--- src/rtl/slider_moves.sv ---
// rtl/slider_moves.sv - ray-walking rook/bishop/queen/king move generator over an SDRAM board image
// Define SLIDER_PERF_CNT_EN to add the busy-cycle counter at register 5.
module slider_moves #(
    parameter int BOARD_W   = 8,
    parameter int MAX_MOVES = 32
) (
    input  logic        clk,
    input  logic        rst_n,
    output logic        slave_waitrequest,
    input  logic [3:0]  slave_address,
    input  logic        slave_read,
    output logic [31:0] slave_readdata,
    input  logic        slave_write,
    input  logic [31:0] slave_writedata,
    input  logic        master_waitrequest,
    output logic [31:0] master_address,
    output logic        master_read,
    input  logic [31:0] master_readdata,
    input  logic        master_readdatavalid,
    output logic        master_write,
    output logic [31:0] master_writedata
);
    localparam int SQ_W  = $clog2(BOARD_W * BOARD_W);
    localparam int RC_W  = $clog2(BOARD_W);
    localparam int CNT_W = $clog2(MAX_MOVES + 1);
    localparam logic [RC_W:0]    BW_C  = (RC_W + 1)'(BOARD_W);
    localparam logic [CNT_W-1:0] MAX_C = CNT_W'(MAX_MOVES);

    localparam logic [2:0] S_IDLE     = 3'd0;
    localparam logic [2:0] S_NEXT_DIR = 3'd1;
    localparam logic [2:0] S_STEP     = 3'd2;
    localparam logic [2:0] S_RD_REQ   = 3'd3;
    localparam logic [2:0] S_RD_WAIT  = 3'd4;
    localparam logic [2:0] S_WR_REQ   = 3'd5;
    localparam logic [2:0] S_DONE     = 3'd6;

    logic [2:0]       state;
    logic             busy, done, overflow, capture;
    logic [31:0]      board_base, out_base;
    logic [SQ_W-1:0]  src_sq, cur_sq, sq_next;
    logic [1:0]       mode;
    logic             colour;
    logic [CNT_W-1:0] count, count_inc;
    logic [3:0]       dir_ptr;
    logic [2:0]       cur_dir;
    logic [RC_W-1:0]  cur_row, cur_col, src_row, src_col;
    logic [1:0]       dr, dc;
    logic signed [RC_W+1:0] nrow, ncol;
    logic             off_board, dir_in_set, is_king, start_req, is_empty, is_enemy;
    logic [7:0]       from8, to8;

    assign slave_waitrequest = 1'b0;
    assign start_req = slave_write && (slave_address == 4'd0) && slave_writedata[0] && !busy;
    assign is_king   = (mode == 2'd3);
    assign count_inc = count + CNT_W'(1);
    assign src_row   = RC_W'(32'(src_sq) / BOARD_W);
    assign src_col   = RC_W'(32'(src_sq) % BOARD_W);
    assign from8     = 8'(src_sq);
    assign to8       = 8'(cur_sq);
    assign is_empty  = (master_readdata == 32'd0);
    assign is_enemy  = master_readdata[3] != colour;

    // Direction index 0..7 is N, NE, E, SE, S, SW, W, NW; deltas are 2-bit two's complement.
    always_comb begin
        dr = 2'b00;
        dc = 2'b00;
        case (cur_dir)
            3'd0:    dr = 2'b01;
            3'd1:    begin dr = 2'b01; dc = 2'b01; end
            3'd2:    dc = 2'b01;
            3'd3:    begin dr = 2'b11; dc = 2'b01; end
            3'd4:    dr = 2'b11;
            3'd5:    begin dr = 2'b11; dc = 2'b11; end
            3'd6:    dc = 2'b11;
            default: begin dr = 2'b01; dc = 2'b11; end
        endcase
    end

    always_comb begin
        case (mode)
            2'd0:    dir_in_set = ~dir_ptr[0];
            2'd1:    dir_in_set = dir_ptr[0];
            default: dir_in_set = 1'b1;
        endcase
    end

    assign nrow = $signed({2'b00, cur_row}) + $signed({{RC_W{dr[1]}}, dr});
    assign ncol = $signed({2'b00, cur_col}) + $signed({{RC_W{dc[1]}}, dc});
    assign off_board = nrow[RC_W+1] || ncol[RC_W+1] ||
                       (nrow[RC_W:0] >= BW_C) || (ncol[RC_W:0] >= BW_C);
    assign sq_next = SQ_W'(32'(nrow[RC_W-1:0]) * BOARD_W + 32'(ncol[RC_W-1:0]));

    always_ff @(posedge clk) begin
        if (rst_n) begin
            state            <= S_IDLE;
            busy             <= 1'b0;
            done             <= 1'b0;
            overflow         <= 1'b0;
            capture          <= 1'b0;
            board_base       <= '0;
            out_base         <= '0;
            src_sq           <= '0;
            cur_sq           <= '0;
            mode             <= '0;
            colour           <= 1'b0;
            count            <= '0;
            dir_ptr          <= '0;
            cur_dir          <= '0;
            cur_row          <= '0;
            cur_col          <= '0;
            master_address   <= '0;
            master_read      <= 1'b0;
            master_write     <= 1'b0;
            master_writedata <= '0;
        end else begin
            if (slave_write && !busy) begin
                case (slave_address)
                    4'd1: board_base <= slave_writedata;
                    4'd2: out_base   <= slave_writedata;
                    4'd3: begin
                        src_sq <= slave_writedata[SQ_W-1:0];
                        mode   <= slave_writedata[9:8];
                        colour <= slave_writedata[12];
                    end
                    default: ;
                endcase
            end
            case (state)
                S_IDLE: begin
                    if (start_req) begin
                        busy     <= 1'b1;
                        done     <= 1'b0;
                        overflow <= 1'b0;
                        count    <= '0;
                        dir_ptr  <= '0;
                        state    <= S_NEXT_DIR;
                    end
                end
                S_NEXT_DIR: begin
                    if (dir_ptr[3]) begin
                        state <= S_DONE;
                    end else begin
                        dir_ptr <= dir_ptr + 4'd1;
                        if (dir_in_set) begin
                            cur_dir <= dir_ptr[2:0];
                            cur_row <= src_row;
                            cur_col <= src_col;
                            state   <= S_STEP;
                        end
                    end
                end
                S_STEP: begin
                    if (off_board) begin
                        state <= S_NEXT_DIR;
                    end else begin
                        cur_row        <= nrow[RC_W-1:0];
                        cur_col        <= ncol[RC_W-1:0];
                        cur_sq         <= sq_next;
                        master_address <= board_base + (32'(sq_next) << 2);
                        master_read    <= 1'b1;
                        state          <= S_RD_REQ;
                    end
                end
                S_RD_REQ: begin
                    if (!master_waitrequest) begin
                        master_read <= 1'b0;
                        state       <= S_RD_WAIT;
                    end
                end
                S_RD_WAIT: begin
                    if (master_readdatavalid) begin
                        if (is_empty || is_enemy) begin
                            capture          <= !is_empty;
                            master_write     <= 1'b1;
                            master_address   <= out_base + (32'(count) << 2);
                            master_writedata <= {15'b0, !is_empty, from8, to8};
                            state            <= S_WR_REQ;
                        end else begin
                            state <= S_NEXT_DIR;
                        end
                    end
                end
                S_WR_REQ: begin
                    if (!master_waitrequest) begin
                        master_write <= 1'b0;
                        count        <= count_inc;
                        if (count_inc == MAX_C) begin
                            overflow <= 1'b1;
                            state    <= S_DONE;
                        end else if (capture || is_king) begin
                            state <= S_NEXT_DIR;
                        end else begin
                            state <= S_STEP;
                        end
                    end
                end
                S_DONE: begin
                    busy  <= 1'b0;
                    done  <= 1'b1;
                    state <= S_IDLE;
                end
                default: state <= S_IDLE;
            endcase
        end
    end

`ifdef SLIDER_PERF_CNT_EN
    logic [31:0] cycles;

    always_ff @(posedge clk) begin
        if (rst_n) begin
            cycles <= '0;
        end else if (start_req) begin
            cycles <= '0;
        end else if (busy) begin
            cycles <= cycles + 32'd1;
        end
    end
`endif

    always_comb begin
        slave_readdata = '0;
        case (slave_address)
            4'd0: slave_readdata = {29'b0, overflow, done, busy};
            4'd1: slave_readdata = board_base;
            4'd2: slave_readdata = out_base;
            4'd3: begin
                slave_readdata[SQ_W-1:0] = src_sq;
                slave_readdata[9:8]      = mode;
                slave_readdata[12]       = colour;
            end
            4'd4: slave_readdata = 32'(count);
`ifdef SLIDER_PERF_CNT_EN
            4'd5: slave_readdata = cycles;
`endif
            default: slave_readdata = '0;
        endcase
    end

    // The register interface has no read side effects.
    logic unused_ok;
    assign unused_ok = slave_read;
endmodule

--- config.mk ---
export PLATFORM = sky130hd
export DESIGN_NAME = slider_moves
export DESIGN_NICKNAME = d
export VERILOG_FILES = /design/src/rtl/slider_moves.sv
export SDC_FILE = /design/constraint.sdc
export NUM_CORES = 1
export LEC_CHECK = 0
export CORE_UTILIZATION = 57
export CTS_CLUSTER_SIZE = 8
export DETAILED_ROUTE_END_ITERATION = 10
export PLACE_DENSITY = 0.87
export SLEW_MARGIN = 20
export SYNTH_ARGS = -nofsm -noshare
export SYNTH_HDL_FRONTEND = slang
export SYNTH_SLANG_ARGS = --single-unit
--- constraint.sdc ---
create_clock -name clk -period 7 [get_ports clk]
set_input_delay 1.05 -clock clk [delete_from_list [all_inputs] [get_ports clk]]
set_output_delay 1.05 -clock clk [all_outputs]
set_load 0.02 [all_outputs]
==> metrics.log, run 1 <==
INFO  metric outcome = finished, final reports clean
INFO  metric cts-buffers-inserted = 17
INFO  metric power.internal = 0.00175 W
INFO  metric mean_cell_area_of_the_mapped_netlist = 7.85 sq um
INFO  metric layout.cells.most_common = nand2_1
INFO  metric ctsHoldBuffers = 0
INFO  metric worst-endpoint-required = 5.95 ns
INFO  metric r2r_start = cur_dir[1]
INFO  metric cts_tree = built
INFO  metric final_period_minus_worst_setup_slack = 4.41 ns
INFO  metric drt_first_pass_iters = 9
INFO  metric buffers_inserted_during_post_cts_setup_optimization = 0
INFO  metric routed_wirelength = 26200 um
INFO  metric pwr-share-seq = 0.378
INFO  metric maxCapViolCount = 0
INFO  metric io_buffer_count = 151
INFO  metric power.switching_fraction = 0.323
INFO  metric ir_worst_vdd = 0.206 mV
INFO  metric ios = 173
INFO  metric via_count_of_the_first_global_routing_pass = 7831
INFO  metric worst_slack = 2.59 ns
INFO  metric netlist_area = 8800 sq um
INFO  metric final-hold-violation-count = 0
INFO  metric floorplan.initialDensity = 0.581
INFO  metric slowest_stage = clkdlybuf4s50_1
INFO  metric cell_area_reported_after_detailed_placement = 10200 sq um
INFO  metric global_route.usage.total = 0.327
INFO  metric slew_viol_final = 0
INFO  metric power.leakage = 3.76 nW
INFO  metric critPathLaunchType = input pin
INFO  metric yosys_warnings = 0
INFO  metric post_cts_resized = 0
INFO  metric most-common-layout-cells = nand2_1, dfxtp_1, clkdlybuf4s50_1, a21oi_1, nor2_1
INFO  metric cts_root_buffer = clkbuf_16
INFO  metric worstSetupEndpointType = primary output
INFO  metric worstRegToRegCells = 12
INFO  metric critical_path.reg2reg.endpoint = master_address[29]
INFO  metric crit_path_max_fanout = 34
INFO  metric htreeDepth = 4
INFO  metric path_common_cell = clkdlybuf4s50_1
INFO  metric worst_slew_margin_rel = 0.274
INFO  metric power.density_cell_area = 238 nW/um^2
INFO  metric place_ws = 2.41 ns
INFO  metric post-route-period-util = 0.630
INFO  metric floorplan.rows = 45
INFO  metric fmax = 227 MHz
INFO  metric antenna_found_initial = 0
INFO  metric synth_compound_gate_area_share = 0.232
INFO  metric post_synth_num_cell_types = 83
INFO  metric gp_congestion = 0.923
INFO  metric core-area = 15100 sq um
INFO  metric clkSlewWorstSetupHoldPaths = 0.06 ns
INFO  metric fp.dieArea = 15900 sq um
INFO  metric netSwitchingPower = 0.000834 W
INFO  metric share_comb_of_total_power = 0.240
INFO  metric synth_fa_ha_area_frac = 0.0404
INFO  metric syn_inst = 1122
INFO  metric post_route_cells_drive_above_1_share = 0.0583
INFO  metric synthToLayoutAreaGrowth = 23.3%
INFO  metric dp_hpwl = 18200 um
INFO  metric yosys.area_share.xor_xnor = 0.0338
INFO  metric drcViolationCount = 0
INFO  metric setup_viol_count_final = 0
INFO  metric synth.top_cell.area_share = 0.343
INFO  metric die_height = 126 um
INFO  metric cts_num_sinks = 151
INFO  metric rsz0062_at_grt = false
INFO  metric fin_util = 0.717
INFO  metric fin_skew = 0.0116 ns
INFO  metric grt_pass1_wl = 41200 um
INFO  metric worst-r2r-setup-slack = 3.24 ns
INFO  metric timing.critical_path.arrival = 3.36 ns
INFO  metric drt-initial-drc-count = 1077
INFO  metric main_combinational_cell_family_by_area_after_synthesis = simple AND/OR/NAND/NOR gates
INFO  metric timing.hold.worst_path_depth = 2
INFO  metric synth-edff-count = 0
INFO  metric synth-seq-area-share = 0.343
INFO  metric worstSetupStartpoint = slave_address[3]
INFO  metric grt-ovfl-total = 0
INFO  metric timing.hold.worst.start = master_writedata[11]
INFO  metric hold-worst-slack = 0.452 ns
INFO  metric n_fill_cell = 1191
INFO  metric tns = 0 ns
INFO  metric ys_seq_elements = 151
INFO  metric fin_nets = 1323
INFO  metric max_slew.worst_pin.slew = 1.08 ns
INFO  metric p_clk_frac = 0.382
INFO  metric async_reset_ff_frac = 0
INFO  metric die-width = 126 um
INFO  metric detail_route.vias_per_cell = 6.34
INFO  metric synth.top_cells.by_area = dfxtp_1, nand2_1, a21oi_1
INFO  metric grt_max_degree = 98
INFO  metric via_count = 9025
INFO  metric post_synth_and_or_nand_nor_area_fraction = 0.255
INFO  metric crit_path_max_incr_delay = 0.62 ns
INFO  metric final_cell_area_excluding_filler_cells = 10900 sq um
INFO  metric clkLatencyLatePin = 0.44 ns
INFO  metric setup.worst_path.class = input pin to primary output
INFO  metric worst_hold_path_type = flip-flop to flip-flop
INFO  metric antenna_left = 0
INFO  metric wire_per_inst = 18.4 um
INFO  metric n_antenna_cell = 0
INFO  metric cts_buffer_depth = 2
INFO  metric synth_flop_cell = dfxtp_1
INFO  metric share_of_synthesized_area_spent_on_multiplexers = 0.0253
INFO  metric hold-path-endpoint = master_writedata[11]
INFO  metric worstPathCellList = clkdlybuf4s50_1 > nor4b_4 > buf_4 > a222oi_1 > nand2_1 > clkdlybuf4s50_1
INFO  metric synthDominantAreaCellType = dfxtp_1
## flip-flops by register name (all words and copies together), names as in the netlist, 2 cells and up
| register | flops |
|---|---|
| mode | 2 |
| cur_row | 3 |
| dir_ptr | 4 |
| board_base | 32 |
| state | 3 |
| cur_sq | 6 |
| master_address | 32 |
| count | 6 |
| cur_col | 3 |
| cur_dir | 3 |
| src_sq | 6 |
| master_writedata | 12 |
| out_base | 32 |
## power groups by stage
stage	sequential [W]	clock (W)	combinational, W
2_1_floorplan	0.000972	0	0.000452
3_3_place_gp	0.000990	0	0.000590
3_5_place_dp	0.000993	0	0.000603
4_1_cts	0.000974	0.000984	0.000611
5_1_grt	0.000983	0.00102	0.000675
6_report	0.000977	0.000987	0.000621
## cell usage after synthesis, drive strengths merged, types with 4 or more instances
cell	number
nand2	243
dfxtp	151
a21oi	123
nor2	57
buf	50
clkbuf	50
nand3	34
nor3	27
a22o	23
ha	22
inv	22
a211oi	21
mux2i	20
nand4	19
o21ai	19
xor2	19
nor4	17
nand2b	15
xnor2	15
and4	13
o32ai	11
o22ai	10
a222oi	9
nor4b	9
o31ai	9
and3	8
a311oi	7
a21o	6
and2	6
a2111oi	5
a211o	5
a31oi	5
nor3b	5
o211a	5
o211ai	5
o21a	5
fa	4
o221ai	4
## worst max path at each step
stage / endpoint / slack (ns) / cells after the start
after floorplan: slave_readdata[4] / 3.78 / 4
after global placement: slave_readdata[5] / 2.42 / 5
after detailed placement: slave_readdata[3] / 2.41 / 5
after CTS: slave_readdata[3] / 2.38 / 5
after global routing: slave_readdata[3] / 2.52 / 6
final: slave_readdata[5] / 2.59 / 6
## layout make-up
class	count	area, sq um	share of cell area
multi-input combinational	867	5290	0.487
timing repair buffer	163	1600	0.147
clock buffer	21	450	0.0415
sequential	151	3020	0.278
inverter	23	91.3	0.00841
clock inverter	11	171	0.0158
tap	188	235	0.0217
## critical path: cells and delay by family
family | cells | cell delay [ns]
AND/OR/NAND/NOR | 2 | 0.48
AO/OA/AOI/OAI | 1 | 0.19
buffers and inverters | 3 | 1.62
## stage by stage
stage,total power [W],std cells
2_1_floorplan,0.00142,1141
3_3_place_gp,0.00158,1392
3_5_place_dp,0.00160,1392
4_1_cts,0.00257,1424
5_1_grt,0.00268,1424
6_report,0.00259,1424
## logic make-up after synthesis
logic type,Yosys count
adder cells (fa/ha/maj),26
flip-flops,151
AO/OA/AOI/OAI,295
buffers and inverters,123
AND/OR/NAND/NOR,470
other,1
XOR/XNOR,34
multiplexers,22
## routing by layer
metal	vias to the layer above	wire [um]	track usage
li1	4225	-	-
met2	542	11900	0.505
met1	4200	11000	0.463
met5	-	0	0
met3	58	2730	0.0527
met4	0	561	0.109
Note: power is estimated with default switching activity, not from simulation.
==> run 2, diff against run 1 <==
--- a/config.mk
+++ b/config.mk
@@ -5,10 +5,10 @@
 export SDC_FILE = /design/constraint.sdc
 export NUM_CORES = 1
 export LEC_CHECK = 0
-export CORE_UTILIZATION = 57
+export CORE_UTILIZATION = 48
 export CTS_CLUSTER_SIZE = 8
 export DETAILED_ROUTE_END_ITERATION = 10
-export PLACE_DENSITY = 0.87
+export PLACE_DENSITY = 0.78
 export SLEW_MARGIN = 20
 export SYNTH_ARGS = -nofsm -noshare
 export SYNTH_HDL_FRONTEND = slang
==> constraint.sdc (replaced) <==
create_clock -name clk -period 3.6 [get_ports clk]
set_input_delay 0.54 -clock clk [delete_from_list [all_inputs] [get_ports clk]]
set_output_delay 0.54 -clock clk [all_outputs]
set_load 0.02 [all_outputs]
==> run 2 against run 1 <==
  * Non-clock buffer count increased by 19
  * Sequential share of layout area decreased by 0.35 points
  * Register-to-register slack got worse by 3.0 ns
  * Worst hold slack got worse by 0.00063 ns
  * Sequential cell count unchanged
  * Clock power increased by 73%
==> metrics.log, run 2 (synthesis results as in run 1) <==
INFO  metric tns = 0 ns (unchanged)
INFO  metric cts_root_buffer = clkbuf_16
INFO  metric worstSetupStartpoint = cur_dir[1]
INFO  metric critPathLaunchType = flip-flop
INFO  metric r2r_start = cur_dir[1]
INFO  metric worst_slew_margin_rel = 0.395 (+0.120)
INFO  metric pwr-share-seq = 0.391 (+0.013)
INFO  metric cts_buffer_depth = 2 (unchanged)
INFO  metric worst_slack = 0.242 ns (-2.35 ns)
INFO  metric cts-buffers-inserted = 17 (unchanged)
INFO  metric place_ws = 0.243 ns (-2.17 ns)
INFO  metric cts_tree = built
INFO  metric drt_first_pass_iters = 6 (-3)
INFO  metric htreeDepth = 4 (unchanged)
INFO  metric groute.layer.met1.usage = 0.392 (-0.0711)
INFO  metric core-area = 18000 sq um (+19%)
INFO  metric ir_worst_vdd = 0.324 mV (+57%)
INFO  metric crit_path_max_fanout = 7 (-79%)
INFO  metric synthToLayoutAreaGrowth = 24.9%
INFO  metric slew_viol_final = 0 (unchanged)
INFO  metric fmax = 298 MHz
INFO  metric grt.met2_usage = 0.430 (-0.0748)
INFO  metric via_count = 8939 (-0.95%)
INFO  metric ios = 173 (unchanged)
INFO  metric worst_hold_path_type = flip-flop to flip-flop
INFO  metric maxCapViolCount = 0 (unchanged)
INFO  metric fin_skew = 0.00960 ns (-0.00201 ns)
INFO  metric globalRoute.busiestLayer = met2
INFO  metric rsz0062_at_grt = false
INFO  metric wire_per_inst = 17.7 um (-3.8%)
INFO  metric ctsHoldBuffers = 0 (unchanged)
INFO  metric p_clk_frac = 0.353 (-0.029)
INFO  metric groute.layer.met3.usage = 0.0526 (-0.0000641)
INFO  metric most-common-layout-cells = nand2_1, dfxtp_1, clkdlybuf4s50_1, a21oi_1, nor2_1
INFO  metric via_count_of_the_first_global_routing_pass = 7999 (+2.1%)
INFO  metric drt-initial-drc-count = 832 (-23%)
INFO  metric die_height = 137 um (+8.8%)
INFO  metric io_buffer_count = 151 (unchanged)
INFO  metric worstSetupEndpointType = flip-flop
INFO  metric gp_congestion = 0.928 (+0.55%)
INFO  metric layout.cells.most_common = nand2_1
INFO  metric worst-endpoint-required = 3.95 ns (-2.00 ns)
INFO  metric clkLatencyLatePin = 0.43 ns (about the same)
INFO  metric grt_max_degree = 90 (-8.2%)
INFO  metric post-route-period-util = 0.933
INFO  metric fin_nets = 1342 (+1.4%)
INFO  metric power.switching_fraction = 0.326 (+0.00347)
INFO  metric power.leakage = 3.84 nW (+2.2%)
INFO  metric setup_viol_count_final = 0 (unchanged)
INFO  metric fp.dieArea = 18900 sq um (+18%)
INFO  metric detail_route.vias_per_cell = 6.04 (-4.8%)
INFO  metric global_route.usage.total = 0.280 (-0.0468)
INFO  metric floorplan.rows = 49 (+8.9%)
INFO  metric power.internal = 0.00327 W (+87%)
INFO  metric final-hold-violation-count = 0 (unchanged)
INFO  metric biggestRegsByFlops = board_base x32, master_address x32, out_base x32
INFO  metric drcViolationCount = 0 (unchanged)
INFO  metric setup.worst_path.class = flip-flop to flip-flop
INFO  metric timing.hold.worst.start = master_writedata[3]
INFO  metric share_comb_of_total_power = 0.256 (+0.016)
INFO  metric die-width = 137 um (+8.8%)
INFO  metric power.density_cell_area = 442 nW/um^2 (+85%)
INFO  metric buffers_inserted_during_post_cts_setup_optimization = 0 (unchanged)
INFO  metric antenna_left = 0 (unchanged)
INFO  metric dp_hpwl = 19100 um (+5.1%)
INFO  metric grt_pass1_wl = 41000 um (-0.45%)
INFO  metric grt-ovfl-total = 0 (unchanged)
INFO  metric final_period_minus_worst_setup_slack = 3.36 ns
INFO  metric n_antenna_cell = 0 (unchanged)
INFO  metric post_route_cells_drive_above_1_share = 0.0695 (+0.0112)
INFO  metric cts_num_sinks = 151 (unchanged)
INFO  metric antenna_found_initial = 0 (unchanged)
INFO  metric max_slew.worst_pin.slew = 0.908 ns (-0.174 ns)
INFO  metric netSwitchingPower = 0.00158 W (+90%)
INFO  metric floorplan.initialDensity = 0.490 (-0.0912)
INFO  metric timing.critical_path.arrival = 3.70 ns (+0.34 ns)
INFO  metric routed_wirelength = 26200 um (about the same)
INFO  metric clkSlewWorstSetupHoldPaths = 0.06 ns (about the same)
INFO  metric outcome = finished, final reports clean
run 2: changes by cell type in the layout (fill, tap and decap cells not counted), sizes merged:
cell,previous run,this run
clkinv,4,9
inv,24,22
clkinvlp,2,0
buf,13,32
clkbuf,21,19
bufinv,4,2
run 2: metal layers:
metal / up-vias / part of all wire
met4: 0 / 0.021
li1: 4242 / -
met1: 4221 / 0.44
met3: 40 / 0.090
met5: - / 0
met2: 436 / 0.45
run 2: cell type report:
cell class | instances | area (sq um)
Sequential cell | 151 | 3020
Fill cell | 1605 | 6970
Clock buffer | 19 | 443
Multi-Input combinational cell | 867 | 5280
Tap cell | 229 | 287
Timing Repair Buffer | 182 | 1770
Clock inverter | 10 | 108
Inverter | 23 | 91.3
run 2: worst paths after layout:
kind	endpoint	slack, ns	depth (start not counted)
min reg2reg	master_writedata[3]	0.45	2
max	master_address[8]	0.24	12
min	master_writedata[3]	0.45	2
max reg2reg	master_address[8]	0.24	12
run 2: timing repair:
action	in CTS	in global routing
endpoints found under the hold margin	0	0
setup endpoints to repair	0	1
gates resized for setup	0	1
run 2: critical path, cell delays in order, from the launching register on:
cell	delay [ns]
dfxtp_1	0.38
or2_1	0.15
and2_4	0.20
clkinv_4	0.06
fa_1	0.58
inv_1	0.10
fa_1	0.48
a21o_1	0.24
a41oi_2	0.21
and2_1	0.37
xnor2_1	0.16
nand2_1	0.07
a311oi_1	0.27
run 2: power groups by stage:
stage,Sequential (W),Combinational [W],Clock [W]
6_report,0.00190,0.00124,0.00171
4_1_cts,0.00189,0.00123,0.00172
5_1_grt,0.00191,0.00135,0.00179
2_1_floorplan,0.00189,0.000879,0
3_3_place_gp,0.00193,0.00119,0
3_5_place_dp,0.00193,0.00122,0
run 2: stage by stage:
step | instances | area, sq um | total power, W | util | hold WS (ns)
after floorplan | 1141 | 8870 | 0.00277 | - | 0.432
after global placement | 1452 | 10400 | 0.00311 | 0.581 | 0.440
after detailed placement | 1452 | 10400 | 0.00315 | 0.581 | 0.444
after CTS | 1481 | 11000 | 0.00484 | 0.612 | 0.453
after global routing | 1481 | 11000 | 0.00505 | 0.612 | 0.473
final | 1481 | 11000 | 0.00486 | 0.612 | 0.451
